<file path="src/rtl/miner_job_driver.sv">
// Job driver for a hashing core: streams a latched 640-bit block header out as
// twenty 32-bit beats, then collects an eight-word hash back with framing checks.
module miner_job_driver #(
  parameter int C_M_AXIS_TDATA_WIDTH   = 32,
  parameter int C_S_AXIS_TDATA_WIDTH   = 32,
  parameter int NUMBER_OF_OUTPUT_WORDS = 20,
  parameter int NUMBER_OF_INPUT_WORDS  = 8
) (
  input  logic                                                   m00_axis_aclk,
  input  logic                                                   m00_axis_aresetn,
  input  logic                                                   start,
  input  logic [NUMBER_OF_OUTPUT_WORDS*C_M_AXIS_TDATA_WIDTH-1:0] header,
  output logic                                                   busy,
  output logic                                                   done,
  output logic                                                   err,
  output logic [NUMBER_OF_INPUT_WORDS*C_S_AXIS_TDATA_WIDTH-1:0]  result,
  output logic                                                   m00_axis_tvalid,
  output logic [C_M_AXIS_TDATA_WIDTH-1:0]                        m00_axis_tdata,
  output logic [C_M_AXIS_TDATA_WIDTH/8-1:0]                      m00_axis_tstrb,
  output logic                                                   m00_axis_tlast,
  input  logic                                                   m00_axis_tready,
  input  logic                                                   s00_axis_tvalid,
  input  logic [C_S_AXIS_TDATA_WIDTH-1:0]                        s00_axis_tdata,
  input  logic [C_S_AXIS_TDATA_WIDTH/8-1:0]                      s00_axis_tstrb,
  input  logic                                                   s00_axis_tlast,
  output logic                                                   s00_axis_tready
);

  localparam int TXW = $clog2(NUMBER_OF_OUTPUT_WORDS);
  localparam int RXW = $clog2(NUMBER_OF_INPUT_WORDS);
  localparam logic [TXW-1:0] TX_LAST = TXW'(NUMBER_OF_OUTPUT_WORDS - 1);
  localparam logic [RXW-1:0] RX_LAST = RXW'(NUMBER_OF_INPUT_WORDS - 1);

  typedef enum logic [1:0] {IDLE, SEND, RECV, DONE} state_t;

  state_t state, state_nxt;

  logic [NUMBER_OF_OUTPUT_WORDS*C_M_AXIS_TDATA_WIDTH-1:0] hdr_q;
  logic [NUMBER_OF_INPUT_WORDS*C_S_AXIS_TDATA_WIDTH-1:0]  result_q;
  logic [TXW-1:0] tx_idx;
  logic [RXW-1:0] rx_idx;
  logic           err_q;
  logic           tx_hs, rx_hs, tx_last, rx_last;
  logic           unused_tstrb;

  assign unused_tstrb = ^s00_axis_tstrb;

  assign tx_hs   = (state == SEND) && m00_axis_tready;
  assign rx_hs   = (state == RECV) && s00_axis_tvalid;
  assign tx_last = (tx_idx == TX_LAST);
  assign rx_last = (rx_idx == RX_LAST);

  always_ff @(posedge m00_axis_aclk or negedge m00_axis_aresetn) begin
    if (!m00_axis_aresetn) state <= IDLE;
    else                   state <= state_nxt;
  end

  always_comb begin
    state_nxt = state;
    case (state)
      IDLE: if (start) state_nxt = SEND;
      SEND: if (tx_hs && tx_last) state_nxt = RECV;
      RECV: if (rx_hs && (rx_last || s00_axis_tlast)) state_nxt = DONE;
      DONE: state_nxt = IDLE;
      default: state_nxt = IDLE;
    endcase
  end

  always_ff @(posedge m00_axis_aclk or negedge m00_axis_aresetn) begin
    if (!m00_axis_aresetn) begin
      hdr_q    <= '0;
      result_q <= '0;
      tx_idx   <= '0;
      rx_idx   <= '0;
      err_q    <= 1'b0;
    end else begin
      case (state)
        IDLE: if (start) begin
          hdr_q  <= header;
          err_q  <= 1'b0;
          tx_idx <= '0;
          rx_idx <= '0;
        end
        SEND: if (tx_hs) begin
          if (tx_last) begin
            tx_idx   <= '0;
            result_q <= '0;
          end else begin
            tx_idx <= tx_idx + TXW'(1);
          end
        end
        RECV: if (rx_hs) begin
          for (int unsigned j = 0; j < NUMBER_OF_INPUT_WORDS; j++)
            if (rx_idx == RXW'(j))
              result_q[(NUMBER_OF_INPUT_WORDS-1-j)*C_S_AXIS_TDATA_WIDTH +: C_S_AXIS_TDATA_WIDTH] <= s00_axis_tdata;
          // A frame is good only if tlast lands exactly on the final word
          if (rx_last || s00_axis_tlast) begin
            rx_idx <= '0;
            err_q  <= !(rx_last && s00_axis_tlast);
          end else begin
            rx_idx <= rx_idx + RXW'(1);
          end
        end
        default: ;
      endcase
    end
  end

  always_comb begin
    m00_axis_tdata = '0;
    for (int unsigned k = 0; k < NUMBER_OF_OUTPUT_WORDS; k++)
      if ((state == SEND) && (tx_idx == TXW'(k)))
        m00_axis_tdata = hdr_q[(NUMBER_OF_OUTPUT_WORDS-1-k)*C_M_AXIS_TDATA_WIDTH +: C_M_AXIS_TDATA_WIDTH];
  end

  assign m00_axis_tvalid = (state == SEND);
  assign m00_axis_tlast  = (state == SEND) && tx_last;
  assign m00_axis_tstrb  = '1;
  assign s00_axis_tready = (state == RECV);
  assign busy            = (state != IDLE);
  assign done            = (state == DONE);
  assign err             = err_q;
  assign result          = result_q;

endmodule

</file>
<file path="config.mk">
export PLATFORM = sky130hd
export DESIGN_NAME = miner_job_driver
export DESIGN_NICKNAME = d
export VERILOG_FILES = /design/src/rtl/miner_job_driver.sv
export SDC_FILE = /design/constraint.sdc
export NUM_CORES = 2
export LEC_CHECK = 0
export ABC_AREA = 1
export CAP_MARGIN = 10
export CORE_ASPECT_RATIO = 1.75
export CORE_UTILIZATION = 25
export DETAILED_ROUTE_END_ITERATION = 7
export PLACE_DENSITY = 0.56
export REMOVE_ABC_BUFFERS = 1
export SYNTH_ARGS = -nofsm -noshare
export SYNTH_HDL_FRONTEND = slang
export SYNTH_SLANG_ARGS = --single-unit
</file>
<file path="constraint.sdc">
create_clock -name m00_axis_aclk -period 3.3 [get_ports m00_axis_aclk]
set_clock_uncertainty 0.1 [all_clocks]
set_input_delay 0.66 -clock m00_axis_aclk [delete_from_list [all_inputs] [get_ports m00_axis_aclk]]
set_output_delay 0.66 -clock m00_axis_aclk [all_outputs]
set_load 0.02 [all_outputs]
</file>
==> results <==
- The flow ran to the end, but the final reports show violations.
- The checks that failed: setup timing.
- The number of global-route vias before repair is 33547.
- Relative to the synthesized area, the layout overhead comes to 47.78%.
- The die footprint is 162100 sq um.
- The slew at the pin closest to its max-slew limit is 902.0 ps.
- The share of the synthesized area in the top cell type is 56.59%.
- After detailed placement, the total cell area comes to 54680 sq um.
- The CTS sink count is 907.
- The total instance count after detailed placement is 6900.
- The critical path data arrival time is 3900 ps.
- During I/O placement, the number of pins put on the boundary was 980.
- The period utilization is 141.3%.
- The clock transition at the registers of the reported paths is 60 ps.
- During synthesis, Yosys emitted a total of 0 warnings.
- The first TritonRoute pass finished after 5 iterations.
- The remaining antenna violation count is 0.
- In this run the register-to-register setup slack is 660 ps.
- The maximum fanout encountered on the critical timing path is 7.
- The largest stage delay on the critical path is 410 ps.
- The type of element capturing the critical path is an output port.
- The post-route netlist has 28.36% of its cells at a drive strength greater than 1.
- Cells fill 37.17% of the core in the end.
- The layout has 15785 filler cells.
- The top flip-flop cell by instance count after synthesis is dfrtp_1.
- The final-report max-slew violation count is 0.
- The post-detailed-route wirelength per cell is 21.52 um.
- The leakage power is 0.02569 uW.
- After floorplanning, the core was divided into 194 placement rows.
- From bottom edge to top edge, the die measures 531.9 um.
- After synthesis, the most frequently instantiated cells are nand2_1 (941), dfrtp_1 (907), mux2_2 (641).
- Static timing analysis puts the maximum clock frequency at 0.2144 GHz.
- The floorplan step set the die width to 304.8 um.
- The footprint of the flip-flops and latches is 22700 sq um.
- Sequential cells were found to cover 56.59% of the synthesized design area.
- The slowest library cell on the worst path is dfrtp_1.
- The mapped netlist covers 40110 sq um.
- The critical path launch point is state[0].
- For this run the aggregate overflow at the end of global routing stands at 0.
- Synthesis produced 3834 cells.
- The number of synthesized flops with an enable pin is 0.
- The startpoint of the worst register-to-register path is tx_idx[1].
- The average size of a mapped cell is 10.46 sq um.
- The number of vias in the routed layout is 32211.
- dfrtp_1 takes more of the synthesized area than any other cell.
- The effective utilization at floorplan is 25.15%.
- In the global route stage, overall resource usage came out at 18.58%.
- The pin count of the biggest net entering global routing is 86.
- The clock latency on the worst-skew pair is 700 ps.
- After detailed routing, the number of vias per cell comes to 4.519.
- The HPWL after detailed placement is 115.2 mm.
- The number of antenna violations at the first check in global routing is 53.
- Adding up every negative setup slack in the final design gives -39200 ps.
- Data on the critical path is required at its endpoint by 2540 ps.
- For the finished layout, the period the worst path requires is 4664 ps.
- The non-filler instance count after layout is 7128.
- The start-to-end type of the worst setup path is flop to output port.
- The worst slack at placement is -1450 ps.
- The final design area excluding fillers is 59270 sq um.
- The worst voltage drop across the vdd grid is 0.0006453 V.
- Summing all multi-input logic gate instances after layout gives 16920 sq um.
- Setup repair after global routing could not meet its margin everywhere.
- The CTS root buffer is clkbuf_16.
- CTS built an H-tree with a depth of 3.
- The placeable core area is 159500 sq um.
- The start point of the worst min-delay path is result[232].
- Counting along the longest clock path gives a buffer depth of 3.
- The CTS tree is yes.
- The fraction of registers with async set/reset is 100.0%.
- The total wire length after detailed routing is 153.4 mm.
- The most frequent cell after synthesis is nand2_1.
- Measured in cells, the most critical reg-to-reg path has a length of 16.
- The synthesized design contains 907 register bits.
- The worst register-to-register path ends at result[14].
- In this design, the critical path's most frequently occurring cell is nand2_1.
- Yosys mapped the design onto 36 distinct sky130hd cell types.
- The final worst-path setup slack is -1364 ps.
- Across the run, the number of max-cap violations was 0.
- For this run, design rule violations remaining after detail routing come to 0.
- The total count of hold-check failures in the final report came to 0.
- The detailed router finished its first iteration with 1679 violations.
- In this run the power density over the cells is 828.3 nW/um^2.
- The port buffer count is 971.
- The number of nets in the layout is 5672.
- The total setup violations reported at the end of the flow is 32.
- The congestion estimate from routability-driven global placement came to 0.8667.
- Buffers inserted during clock tree synthesis total 94.
- For hold timing, the worst endpoint is result[232].
- The tightest slew margin relative to the limit is 39.60%.
- STA classifies the critical path startpoint as a flop.
- Along the worst hold path, the cell count comes to 2.
- By area the synthesized netlist is led by dfrtp_1 (57%), mux2_2 (18%), nand2_1 (8.8%).
- The min-delay analysis places its worst path in the category flop to flop.
- The global-route wire length before repair is 223.3 mm.
state kept, by name, summed over array words and instances (netlist names):
register / count
err: 1
result: 256
state: 2
rx_idx: 3
hdr_q: 640
tx_idx: 5
what timing repair did:
action	in CTS	in global routing
endpoints found under the setup margin	34	34
hold buffers	1	0
gates cloned	2	2
resized for setup	321	128
pin swaps	85	126
hold endpoints to repair	26	0
buffers inserted	28	15
metrics by stage:
| stage | total power (uW) | hold WS (ps) |
|---|---|---|
| 3_5_place_dp | 37430 | 371.7 |
| 3_3_place_gp | 37030 | 365.9 |
| 5_1_grt | 52060 | 355.8 |
| 4_1_cts | 49450 | 325.7 |
| 2_1_floorplan | 24370 | 264.4 |
| 6_report | 49100 | 380.3 |
layout make-up:
type	count	area share (%)
clock inverter	39	0.9732
antenna	20	0.08444
inverter	124	0.8296
tap	2058	4.344
clock buffer	132	4.515
multi-input combinational	2575	28.54
timing repair buffer	1273	22.42
sequential	907	38.29
cells in the final DEF, fill, tap and decap left out, types with 6 or more instances in the layout:
| cell | instances |
|---|---|
| clkdlybuf4s50_1 | 935 |
| dfrtp_1 | 907 |
| nand2_1 | 859 |
| mux2_2 | 641 |
| o21ai_0 | 326 |
| buf_4 | 189 |
| a21oi_1 | 128 |
| nor2_1 | 124 |
| nand3_1 | 120 |
| inv_1 | 106 |
| clkbuf_16 | 97 |
| buf_12 | 93 |
| or2_2 | 80 |
| nand2_2 | 68 |
| nand3_2 | 58 |
| buf_6 | 40 |
| o211ai_1 | 21 |
| clkbuf_1 | 21 |
| diode_2 | 20 |
| nor2_4 | 17 |
| clkinv_2 | 16 |
| clkbuf_8 | 16 |
| nand2_4 | 15 |
| nand4_1 | 13 |
| o21ai_1 | 13 |
| o21ai_2 | 12 |
| inv_2 | 11 |
| ha_1 | 10 |
| bufinv_16 | 10 |
| o211ai_2 | 9 |
| a21oi_2 | 9 |
| or2_1 | 9 |
| nand3_4 | 8 |
| inv_6 | 6 |
| nor3_1 | 6 |
| a21o_1 | 6 |
| buf_2 | 6 |
metal layers:
metal	vias up	global-route usage (%)	part of all wire [%]
li1	15102	-	-
met1	15667	21.54	40
met2	1046	30.82	48
met3	332	5.728	7.5
met4	64	9.317	4.9
met5	-	0	0.26
worst max-delay path by stage:
stage / cells after the start / slack [ps] / endpoint
2_1_floorplan: 4 / -12770 / hdr_q[0]
3_3_place_gp: 28 / -1440 / m00_axis_tdata[29]
3_5_place_dp: 28 / -1450 / m00_axis_tdata[29]
4_1_cts: 29 / -1500 / m00_axis_tdata[0]
5_1_grt: 30 / -1620 / m00_axis_tdata[15]
6_report: 29 / -1360 / m00_axis_tdata[30]
cells by family (layout without fill, tap and decap cells):
kind of cell	Yosys count	in the layout	share of synthesized area, %
AND/OR/NAND/NOR	1387	1388	14.43
flip-flops	907	907	56.59
multiplexers	641	641	18.00
AO/OA/AOI/OAI	527	527	6.929
buffers and inverters	356	1568	3.575
adder cells (fa/ha/maj)	15	15	0.4680
other	1	24	0.009350
power breakdown:
part,switching (uW),internal [uW]
sequential,2610,15900
combinational,10000,9270
clock,4800,6500
critical path: cells and delay by family, from the launching register on:
family	cells	cell delay [ps]
compound gates	1	180
fa+ha+maj	1	220
buf+inv	7	890
flops	1	410
simple gates	20	1470
Note: power is estimated with default switching activity, not from simulation.
